`src/rtl/mac_dot_pkg.sv`:
```
// Shared types and constants for the dot-product sequencer.
package mac_dot_pkg;

   localparam int OP_W    = 8;
   localparam int ACC_W   = 32;
   localparam int MAC_LAT = 3;

   typedef enum logic [2:0] {
      S_IDLE,
      S_FETCH,
      S_ISSUE,
      S_WAIT,
      S_SETTLE,
      S_RESULT
   } dot_state_t;

endpackage

```
`src/rtl/mac_dot_seq.sv`:
```
// Drives a multi-cycle MAC through whole dot products; each result is
// the accumulator delta since command acceptance (accumulator never cleared).
module mac_dot_seq
   import mac_dot_pkg::*;
#(
   parameter int LEN_W   = 8,
   parameter int TIMEOUT = 15
) (
   input  logic                    clk,
   input  logic                    reset,
   input  logic                    cmd_valid,
   output logic                    cmd_ready,
   input  logic [LEN_W-1:0]        cmd_len,
   input  logic                    op_valid,
   output logic                    op_ready,
   input  logic signed [OP_W-1:0]  op_a,
   input  logic signed [OP_W-1:0]  op_b,
   output logic                    mac_valid,
   output logic signed [OP_W-1:0]  mac_a,
   output logic signed [OP_W-1:0]  mac_b,
   input  logic signed [ACC_W-1:0] mac_y,
   input  logic                    mac_overflow,
   input  logic                    mac_done,
   output logic                    res_valid,
   input  logic                    res_ready,
   output logic signed [ACC_W-1:0] res_data,
   output logic                    res_overflow,
   output logic                    res_error,
   output logic                    busy
);

   // A healthy MAC must always finish before the abort fires.
   localparam int TO_EFF = (TIMEOUT > MAC_LAT) ? TIMEOUT : MAC_LAT + 1;
   localparam int WC_W   = $clog2(TO_EFF + 1);

   dot_state_t              state_q, state_d;
   logic [LEN_W-1:0]        len_q, len_d;
   logic [LEN_W-1:0]        cnt_q, cnt_d;
   logic [WC_W-1:0]         wcnt_q, wcnt_d;
   logic [ACC_W-1:0]        base_q, base_d;
   logic [ACC_W-1:0]        res_q, res_d;
   logic signed [OP_W-1:0]  a_q, a_d;
   logic signed [OP_W-1:0]  b_q, b_d;
   logic                    ovf_q, ovf_d;
   logic                    err_q, err_d;
   logic                    mv_q, mv_d;
   logic                    opr_q, opr_d;
   logic                    rv_q, rv_d;
   logic [ACC_W-1:0]        delta;

   // Modular subtraction keeps the delta correct across accumulator wrap.
   assign delta = mac_y - base_q;

   always_comb begin
      state_d = state_q;
      len_d   = len_q;
      cnt_d   = cnt_q;
      wcnt_d  = wcnt_q;
      base_d  = base_q;
      res_d   = res_q;
      a_d     = a_q;
      b_d     = b_q;
      ovf_d   = ovf_q;
      err_d   = err_q;
      unique case (state_q)
         S_IDLE: begin
            if (cmd_valid) begin
               len_d  = cmd_len;
               base_d = mac_y;
               cnt_d  = '0;
               ovf_d  = 1'b0;
               err_d  = 1'b0;
               if (cmd_len == '0) begin
                  res_d   = '0;
                  state_d = S_RESULT;
               end else begin
                  state_d = S_FETCH;
               end
            end
         end
         S_FETCH: begin
            if (op_valid) begin
               a_d     = op_a;
               b_d     = op_b;
               state_d = S_ISSUE;
            end
         end
         S_ISSUE: begin
            wcnt_d  = '0;
            state_d = S_WAIT;
         end
         S_WAIT: begin
            if (mac_done) begin
               ovf_d   = ovf_q | mac_overflow;
               cnt_d   = cnt_q + 1'b1;
               state_d = S_SETTLE;
            end else if (wcnt_q == WC_W'(TO_EFF - 1)) begin
               err_d   = 1'b1;
               res_d   = delta;
               state_d = S_RESULT;
            end else begin
               wcnt_d = wcnt_q + 1'b1;
            end
         end
         S_SETTLE: begin
            if (cnt_q == len_q) begin
               res_d   = delta;
               state_d = S_RESULT;
            end else begin
               state_d = S_FETCH;
            end
         end
         S_RESULT: begin
            if (res_ready) state_d = S_IDLE;
         end
         default: state_d = S_IDLE;
      endcase
      mv_d  = (state_d == S_ISSUE);
      opr_d = (state_d == S_FETCH);
      rv_d  = (state_d == S_RESULT);
   end

   always_ff @(posedge clk or posedge reset) begin
      if (reset) begin
         state_q <= S_IDLE;
         len_q   <= '0;
         cnt_q   <= '0;
         wcnt_q  <= '0;
         base_q  <= '0;
         res_q   <= '0;
         a_q     <= '0;
         b_q     <= '0;
         ovf_q   <= 1'b0;
         err_q   <= 1'b0;
         mv_q    <= 1'b0;
         opr_q   <= 1'b0;
         rv_q    <= 1'b0;
      end else begin
         state_q <= state_d;
         len_q   <= len_d;
         cnt_q   <= cnt_d;
         wcnt_q  <= wcnt_d;
         base_q  <= base_d;
         res_q   <= res_d;
         a_q     <= a_d;
         b_q     <= b_d;
         ovf_q   <= ovf_d;
         err_q   <= err_d;
         mv_q    <= mv_d;
         opr_q   <= opr_d;
         rv_q    <= rv_d;
      end
   end

   assign cmd_ready    = (state_q == S_IDLE);
   assign busy         = (state_q != S_IDLE);
   assign op_ready     = opr_q;
   assign mac_valid    = mv_q;
   assign mac_a        = a_q;
   assign mac_b        = b_q;
   assign res_valid    = rv_q;
   assign res_data     = res_q;
   assign res_overflow = ovf_q;
   assign res_error    = err_q;

endmodule

```
`config.mk`:
```
export PLATFORM = sky130hd
export DESIGN_NAME = mac_dot_seq
export DESIGN_NICKNAME = d
export VERILOG_FILES = /design/src/rtl/mac_dot_pkg.sv /design/src/rtl/mac_dot_seq.sv
export SDC_FILE = /design/constraint.sdc
export NUM_CORES = 1
export LEC_CHECK = 0
export ABC_AREA = 1
export ABC_CLOCK_PERIOD_IN_PS = 3600
export CAP_MARGIN = 15
export CORE_ASPECT_RATIO = 1.75
export CORE_MARGIN = 2
export CORE_UTILIZATION = 49
export DETAILED_ROUTE_END_ITERATION = 10
export PLACE_DENSITY = 0.76
export SYNTH_ARGS = -nofsm -noshare
export SYNTH_HDL_FRONTEND = slang
export SYNTH_SLANG_ARGS = --single-unit
```
`constraint.sdc`:
```
create_clock -name clk -period 3.6 [get_ports clk]
set_clock_uncertainty 0.15 [all_clocks]
set_input_delay 0.9 -clock clk [delete_from_list [all_inputs] [get_ports clk]]
set_output_delay 0.9 -clock clk [all_outputs]
set_load 0.005 [all_outputs]
```
==> flow_metrics.env, run 1 <==
export IMPL_async_reset_ff_frac=1.00
export IMPL_dp_hpwl_mm=15.0
export IMPL_cp_arrival_ns=3.13
export IMPL_layout_setup_ws_ns=0.619
export IMPL_numPortBuffers=117
export IMPL_grt_pass1_vias=6664
export IMPL_netlist_top_cells_area="dfrtp_1, nand2_1, inv_1"
export IMPL_num_vias=6573
export IMPL_max_slew_margin_rel=0.640
export IMPL_grt_pass1_wl_mm=31.0
export IMPL_clock_path_buffers=2
export IMPL_min_delay_path_class="flip-flop to flip-flop"
export IMPL_yosys_warnings=0
export IMPL_wl_met2_mm=10.3
export IMPL_antenna_found_initial=0
export IMPL_cp_max_fo=6
export IMPL_wl_met3_um=640
export IMPL_syn_to_final_growth_pct=24.6
export IMPL_clk_pin_slew_ns=0.07
export IMPL_gp_congestion=1.01
export IMPL_place_inst=1289
export IMPL_setup_viol=0
export IMPL_syn_area_um2=6890
export IMPL_crit_path_cell_trace="clkdlybuf4s50_1 -> ha_1 -> nand2_1 -> nand2_1 -> inv_1 -> nand2_1 -> nand2_1 -> nand2_1 -> nand2_1 -> nand2_1 -> xor2_1 -> nand2_1 -> nand2_1"
export IMPL_dieHeight_um=161
export IMPL_place_area_um2=8280
export IMPL_fin_crit_ns=2.98
export IMPL_slowest_delay_ns=0.44
export IMPL_synth_cell_types=34
export IMPL_grt_max_degree=62
export IMPL_endpoint_kind="flip-flop"
export IMPL_h_tree_depth=3
export IMPL_hold_viol_final=0
export IMPL_ctsHoldBuffers=0
export IMPL_fillers=1319
export IMPL_coreArea_um2=13800
export IMPL_drive_gt1_frac=0.0372
export IMPL_start_util=0.498
export IMPL_drtIter0Drc=273
export IMPL_ys_flop_type="dfrtp_1"
export IMPL_final_common_cell="nand2_1"
export IMPL_synth_cells=1004
export IMPL_yosysSeqAreaShare=0.392
export IMPL_cts_root_buf="clkbuf_16"
export IMPL_maxCapViolCount=0
export IMPL_layout_common_cells="nand2_1, inv_1, clkdlybuf4s50_1, dfrtp_1, nor2_1"
export IMPL_clock_latency_ns=0.36
export IMPL_finalNetCount=1221
export IMPL_ir_worst_vdd_uv=396
export IMPL_fin_cells=1305
export IMPL_synth_top_area_frac=0.392
export IMPL_r2r_slack_ns=1.24
export IMPL_routed_wl_mm=19.0
export IMPL_p_per_area_nw_per_um2=837
export IMPL_grt_setup_unrepaired="no"
export IMPL_die_area_um2=15100
export IMPL_rows=57
export IMPL_post_route_drc_count=0
export IMPL_synth_enable_flop_cells=0
export IMPL_cp_required_ns=3.75
export IMPL_setup_tns_ns=0
export IMPL_via_per_inst=5.04
export IMPL_dr_pass1_iters=5
export IMPL_synth_nets=1102
export IMPL_slew_violations=0
export IMPL_boundaryPins=118
export IMPL_max_freq_ghz=0.335
export IMPL_finalPower_mw=7.19
export IMPL_period_share=0.828
export IMPL_grtUsageTotal=0.263
export IMPL_cp_common_cell="nand2_1"
export IMPL_cp_start_kind="input pin"
export IMPL_m1WireLength_mm=6.84
export IMPL_cts_setup_buffers=0
export IMPL_cts_sinks=108
export IMPL_syn_avg_cell_area_um2=6.86
export IMPL_p_leak_nw=4.61
export IMPL_ff_latch_area_um2=2700
export IMPL_crit_path_top_delay_cell="clkdlybuf4s50_1"
export IMPL_cts_resized=0
export IMPL_pre_cts_slack_ns=0.338
export IMPL_grt_overflow_total=0
export IMPL_post_route_cell_area_um2=8590
export IMPL_wire_per_inst_um=14.5
export IMPL_antenna_left=0
export IMPL_die_x_um=93.6
export IMPL_multi_input_area_um2=3440
export IMPL_cts_buffers_inserted=9
export IMPL_synth_seq_cells=108
export IMPL_run_status="finished, final reports clean"
export IMPL_worst_pin_slew_ns=0.539
export IMPL_diodes=0
export IMPL_worstSetupPathType="input pin to flip-flop"
export IMPL_top_layer="met4"
export IMPL_yosysTopAreaCell="dfrtp_1"
export IMPL_cts_tree="done"
[cell usage after synthesis (2+ instances only)]
cell / number
xor2_1: 5
nor2_8: 2
nand3_1: 55
xnor2_1: 19
nor4_1: 2
clkinv_1: 2
nand2_1: 397
buf_2: 8
a21oi_1: 30
clkbuf_1: 6
o21ai_0: 52
ha_1: 34
and3_1: 2
inv_1: 172
nor2_1: 57
nor3_1: 7
dfrtp_1: 108
o21ai_2: 10
nand4_1: 10
inv_2: 3
nand3b_1: 5
and2_1: 6
[final timing paths]
kind,startpoint,endpoint,cells after the start
max in group asynchronous,reset,op_ready,3
worst max register to register,wcnt_q[0],res_data[14],10
worst min-delay path,mac_b[1],mac_b[1],2
min in group asynchronous,reset,len_q[5],2
worst max-delay path,mac_y[2],res_data[13],13
worst min register to register,mac_b[1],mac_b[1],2
[registers in the layout, indices dropped and copies added (netlist names), 3 cells and up]
register / flops
len_q: 8
cnt_q: 8
res_data: 32
state_q: 3
wcnt_q: 4
mac_b: 8
base_q: 32
mac_a: 8
[critical path, delay by kind of cell]
kind / cells / cell delay (ns)
xor+xnor: 1 / 0.36
simple gates: 9 / 0.96
fa+ha+maj: 1 / 0.43
buf+inv: 2 / 0.48
[through the flow]
stage,hold slack [ns],utilization
global placement,0.312,0.599
global route,0.349,0.621
detailed placement,0.314,0.599
CTS,0.334,0.621
finish,0.329,0.621
floorplan,0.307,-
[where the power goes]
group	leakage (nW)	internal [mW]	total (mW)	switching, mW
sequential	1.40	1.74	2.02	0.281
combinational	3.05	1.65	4.13	2.47
clock	0.154	0.565	1.04	0.477
total	4.61	3.96	7.19	3.23
[metal layers]
layer	vias up	track usage
li1	3324	-
met1	3012	0.268
met2	174	0.492
met3	63	0.0380
met4	0	0.159
met5	-	0
[logic make-up (layout without fill, tap and decap cells)]
family / count (synthesis) / after routing / share of synthesized area
fa+ha+maj: 35 / 35 / 0.0646
compound gates: 98 / 98 / 0.0792
xor+xnor: 24 / 24 / 0.0305
simple gates: 546 / 546 / 0.325
buf+inv: 193 / 317 / 0.108
flops: 108 / 108 / 0.392
[final cells by class]
| cell class | instances | share of cell area |
|---|---|---|
| inverters | 177 | 0.0778 |
| flip-flops and latches | 108 | 0.315 |
| clock buffers | 10 | 0.0278 |
| multi-input cells | 703 | 0.401 |
| repair buffers | 124 | 0.145 |
| clock inverters | 6 | 0.00772 |
| well taps | 177 | 0.0258 |
Note: power is estimated with default switching activity, not from simulation.
==> inputs of run 2 (changes only) <==
Settings changed: ABC_CLOCK_PERIOD_IN_PS 3600 to 2600.
Clock period 3.6 ns to 2.6 ns, I/O delays scaled along.
==> flow_metrics.env, run 2 (synthesis results as in run 1) <==
export IMPL_cp_max_fo=4
export IMPL_setup_tns_ns=0
export IMPL_cp_required_ns=1.80
export IMPL_ir_worst_vdd_uv=601
export IMPL_fin_crit_ns=2.48
export IMPL_ctsHoldBuffers=0
export IMPL_start_util=0.498
export IMPL_timing_rr_end="res_data[10]"
export IMPL_rr_startpoint="wcnt_q[0]"
export IMPL_grt_pass1_vias=6905
export IMPL_dr_pass1_iters=5
export IMPL_antenna_found_initial=0
export IMPL_die_x_um=93.6
export IMPL_drive_gt1_frac=0.0976
export IMPL_grt_pass1_wl_mm=31.8
export IMPL_max_freq_ghz=0.402
export IMPL_r2r_slack_ns=0.42
export IMPL_setup_viol=0
export IMPL_p_per_area_nw_per_um2=1160
export IMPL_worstSetupPathType="flip-flop to output port"
export IMPL_fillers=1284
export IMPL_clock_latency_ns=0.35
export IMPL_worst_pin_slew_ns=0.429
export IMPL_p_leak_nw=4.90
export IMPL_p_sw_mw=4.58
export IMPL_period_share=0.956
export IMPL_cp_arrival_ns=1.68
export IMPL_die_area_um2=15100
export IMPL_maxCapViolCount=0
export IMPL_hold_viol_final=0
export IMPL_coreArea_um2=13800
export IMPL_layout_common_cells="nand2_1, inv_1, clkdlybuf4s50_1, dfrtp_1, buf_4"
export IMPL_grt_max_degree=63
export IMPL_ff_latch_area_um2=2700
export IMPL_rows=57
export IMPL_post_route_cell_area_um2=9090
export IMPL_gp_congestion=0.946
export IMPL_drtIter0Drc=250
export IMPL_crit_path_top_delay_cell="clkdlybuf4s50_1"
export IMPL_reg2reg_depth=10
export IMPL_p_comb_frac=0.606
export IMPL_internal_power_mw=5.93
export IMPL_cts_root_buf="clkbuf_16"
export IMPL_cts_tree="done"
export IMPL_finalNetCount=1282
export IMPL_clk_pin_slew_ns=0.08
export IMPL_min_delay_path_class="flip-flop to flip-flop"
export IMPL_post_route_drc_count=0
export IMPL_pwr_share_seq=0.268
export IMPL_hp_start="res_data[19]"
export IMPL_holdPathStages=2
export IMPL_grtUsageTotal=0.268
export IMPL_crit_path_cell_trace="nor2_2 -> inv_1 -> nor2_2 -> clkdlybuf4s50_1"
export IMPL_dp_hpwl_mm=15.5
export IMPL_endpoint_kind="output port"
export IMPL_grt_setup_unrepaired="yes"
export IMPL_multi_input_area_um2=3490
export IMPL_slowest_delay_ns=0.52
export IMPL_dieHeight_um=161
export IMPL_h_tree_depth=3
export IMPL_final_common_cell="nand2_1"
export IMPL_clockPowerShare=0.126
export IMPL_routed_wl_mm=19.3
export IMPL_max_slew_margin_rel=0.712
export IMPL_clock_path_buffers=2
export IMPL_holdPathEnd="res_data[19]"
export IMPL_diodes=0
export IMPL_cp_common_cell="nor2_2"
export IMPL_run_status="finished, final reports clean"
export IMPL_cp_start_kind="flip-flop"
export IMPL_grt_overflow_total=0
export IMPL_boundaryPins=118
export IMPL_via_per_inst=4.88
export IMPL_place_area_um2=8750
export IMPL_cts_sinks=108
export IMPL_syn_to_final_growth_pct=31.9
export IMPL_power_share_switching=0.436
export IMPL_cts_buffers_inserted=9
export IMPL_wire_per_inst_um=14.1
export IMPL_num_vias=6662
export IMPL_numPortBuffers=117
export IMPL_slew_violations=0
export IMPL_antenna_left=0
==> run 2: metrics by stage <==
| stage | total power [mW] | setup slack [ns] | hold slack (ns) | cells | util |
|---|---|---|---|---|---|
| 6_report | 10.5 | 0.115 | 0.330 | 1366 | 0.657 |
| 3_3_place_gp | 9.02 | -0.327 | 0.312 | 1349 | 0.632 |
| 3_5_place_dp | 9.14 | -0.385 | 0.314 | 1349 | 0.632 |
| 4_1_cts | 10.5 | 0.0127 | 0.335 | 1365 | 0.653 |
| 2_1_floorplan | 6.42 | 0.304 | 0.307 | 1004 | - |
| 5_1_grt | 11.5 | -0.0322 | 0.352 | 1366 | 0.657 |
==> run 2: worst max-delay path by stage <==
stage,from,endpoint,slack (ns),cells past startpoint
final,state_q[1],cmd_ready,0.12,4
after detailed placement,mac_y[0],res_data[20],-0.39,14
after floorplan,mac_y[0],res_data[20],0.30,13
after global placement,mac_y[0],res_data[20],-0.33,14
after global routing,mac_y[0],res_data[16],-0.03,14
after CTS,mac_y[0],res_data[16],0.01,13
==> run 2: per-layer routing <==
layer | wire [um] | global-route usage
met2 | 10800 | 0.513
met5 | 0 | 0
met3 | 527 | 0.0314
met1 | 6960 | 0.270
met4 | 1020 | 0.155
==> run 2: power by group through the flow <==
stage	Combinational [mW]	Sequential, mW	Clock [mW]
after global routing	7.17	2.89	1.44
after CTS	6.35	2.81	1.37
final	6.37	2.81	1.33
after floorplan	3.64	2.78	0
after detailed placement	6.31	2.83	0
after global placement	6.21	2.81	0
==> run 2: layout make-up <==
class / instances / area share
Timing Repair Buffer: 185 / 0.189
Clock inverter: 7 / 0.00647
Sequential cell: 108 / 0.297
Inverter: 177 / 0.0735
Clock buffer: 9 / 0.0248
Tap cell: 177 / 0.0244
Multi-Input combinational cell: 703 / 0.384
==> run 2: what timing repair did <==
item                                    in CTS  in global routing
gates resized for setup                      1                 14
pin swaps                                    0                  3
setup buffers                                0                  1
endpoints found under the setup margin       3                 15
==> run 2: critical path, delay by kind of cell (launching register included) <==
kind                   cells  cell delay [ns]
buffers and inverters      2             0.60
and+or+nand+nor            2             0.30
DFF                        1             0.44
==> inputs of run 3 (changes only) <==
Settings changed: PLACE_DENSITY 0.76 to 0.82.
==> flow_metrics.env, run 3 (synthesis results as in run 1) <==
export IMPL_cp_max_fo=3
export IMPL_maxCapViolCount=0
export IMPL_rows=57
export IMPL_grt_pass1_wl_mm=31.7
export IMPL_post_route_drc_count=0
export IMPL_post_route_cell_area_um2=9160
export IMPL_layout_common_cells="nand2_1, inv_1, clkdlybuf4s50_1, dfrtp_1, buf_4"
export IMPL_finalPower_mw=10.9
export IMPL_place_area_um2=8740
export IMPL_cp_start_kind="input pin"
export IMPL_start_util=0.498
export IMPL_endpoint_kind="flip-flop"
export IMPL_finalNetCount=1280
export IMPL_antenna_left=0
export IMPL_min_delay_path_class="flip-flop to flip-flop"
export IMPL_dp_hpwl_mm=15.3
export IMPL_syn_to_final_growth_pct=32.9
export IMPL_path_depth=15
export IMPL_cts_root_buf="clkbuf_16"
export IMPL_setup_viol=0
export IMPL_p_per_area_nw_per_um2=1190
export IMPL_diodes=0
export IMPL_internal_power_mw=6.27
export IMPL_slowest_delay_ns=0.46
export IMPL_r2r_slack_ns=0.49
export IMPL_die_x_um=93.6
export IMPL_p_leak_nw=4.92
export IMPL_numPortBuffers=117
export IMPL_boundaryPins=118
export IMPL_dr_pass1_iters=5
export IMPL_grtUsageTotal=0.268
export IMPL_routed_wl_mm=19.8
export IMPL_antenna_found_initial=0
export IMPL_final_common_cell="nand2_1"
export IMPL_coreArea_um2=13800
export IMPL_critPathTopFamily="buffers and inverters"
export IMPL_die_area_um2=15100
export IMPL_wire_per_inst_um=14.5
export IMPL_crit_path_top_delay_cell="clkdlybuf4s50_1"
export IMPL_cts_setup_buffers=0
export IMPL_cp_required_ns=2.70
export IMPL_h_tree_depth=3
export IMPL_path_buf_inv=4
export IMPL_reg2reg_depth=10
export IMPL_run_status="finished, final reports clean"
export IMPL_p_sw_mw=4.65
export IMPL_worstSetupPathType="input pin to flip-flop"
export IMPL_grt_overflow_total=0
export IMPL_ir_worst_vdd_uv=509
export IMPL_holdPathStages=2
export IMPL_slew_violations=0
export IMPL_gp_congestion=0.962
export IMPL_fin_crit_ns=2.50
export IMPL_pwr_share_seq=0.258
export IMPL_clockPowerShare=0.144
export IMPL_clk_pin_slew_ns=0.08
export IMPL_num_vias=6901
export IMPL_period_share=0.962
export IMPL_cp_arrival_ns=2.61
export IMPL_drive_gt1_frac=0.0969
export IMPL_via_per_inst=5.06
export IMPL_cp_common_cell="nand2_1"
export IMPL_cts_tree="done"
export IMPL_ctsHoldBuffers=0
export IMPL_grt_pass1_vias=6928
export IMPL_max_slew_margin_rel=0.600
export IMPL_drtIter0Drc=386
export IMPL_cts_buffers_inserted=9
export IMPL_cts_sinks=108
export IMPL_power_share_switching=0.426
export IMPL_worst_pin_slew_ns=0.600
export IMPL_hold_viol_final=0
export IMPL_clock_path_buffers=2
export IMPL_max_freq_ghz=0.400
export IMPL_crit_path_cell_trace="clkdlybuf4s50_1 -> inv_1 -> ha_1 -> fa_2 -> inv_1 -> buf_4 -> nand2_1 -> nand3_2 -> nand2_1 -> nand2_2 -> nand2_1 -> nand2_1 -> nand2_1 -> nand3_1 -> nand2_1"
export IMPL_grt_max_degree=109
export IMPL_dieHeight_um=161
export IMPL_clock_latency_ns=0.36
export IMPL_grt_setup_unrepaired="yes"
export IMPL_p_comb_frac=0.598
[run 3: per-stage QoR]
| stage | hold slack [ns] | utilization | worst slack (ns) | TNS, ns | instances |
|---|---|---|---|---|---|
| finish | 0.333 | 0.662 | 0.0983 | 0 | 1364 |
| detailed placement | 0.314 | 0.632 | -0.310 | -5.81 | 1348 |
| global route | 0.353 | 0.662 | -0.0265 | -0.0265 | 1364 |
| CTS | 0.334 | 0.656 | 0.0577 | 0 | 1364 |
| floorplan | 0.307 | - | 0.304 | 0 | 1004 |
| global placement | 0.312 | 0.632 | -0.250 | -4.34 | 1348 |
[run 3: final timing paths]
kind,start,endpoint
max,mac_y[0],res_data[30]
min,mac_a[6],mac_a[6]
max reg2reg,wcnt_q[0],res_data[11]
min reg2reg,mac_a[6],mac_a[6]
max in group asynchronous,reset,mac_b[0]
min in group asynchronous,reset,base_q[5]
[run 3: per-layer routing]
| layer | vias up | GRT usage | part of all wire |
|---|---|---|---|
| met2 | 174 | 0.517 | 0.56 |
| met4 | 0 | 0.143 | 0.049 |
| met1 | 3215 | 0.270 | 0.36 |
| met5 | - | 0 | 0 |
| met3 | 65 | 0.0347 | 0.033 |
| li1 | 3447 | - | - |
[run 3: worst min-delay path: cells and delay by family, from the launching register on]
kind / cells / cell delay (ns)
flip-flops: 1 / 0.35
AND/OR/NAND/NOR: 2 / 0.10
[run 3: power groups by stage]
stage	Sequential (mW)	Combinational (mW)	Clock [mW]
2_1_floorplan	2.78	3.64	0
3_3_place_gp	2.81	6.21	0
3_5_place_dp	2.84	6.37	0
4_1_cts	2.81	6.43	1.59
5_1_grt	2.89	7.27	1.66
6_report	2.81	6.53	1.58
[run 3: cell type report]
class,count,area (um2)
Inverter,177,668
Clock inverter,6,113
Clock buffer,10,229
Tap cell,177,221
Timing Repair Buffer,183,1700
Sequential cell,108,2700
Fill cell,1182,4680
Multi-Input combinational cell,703,3520
[run 3: timing repair]
| action | in CTS | in global routing |
|---|---|---|
| endpoints found under the setup margin | 1 | 14 |
| endpoints found under the hold margin | 0 | 0 |
| gates resized for setup | 1 | 15 |
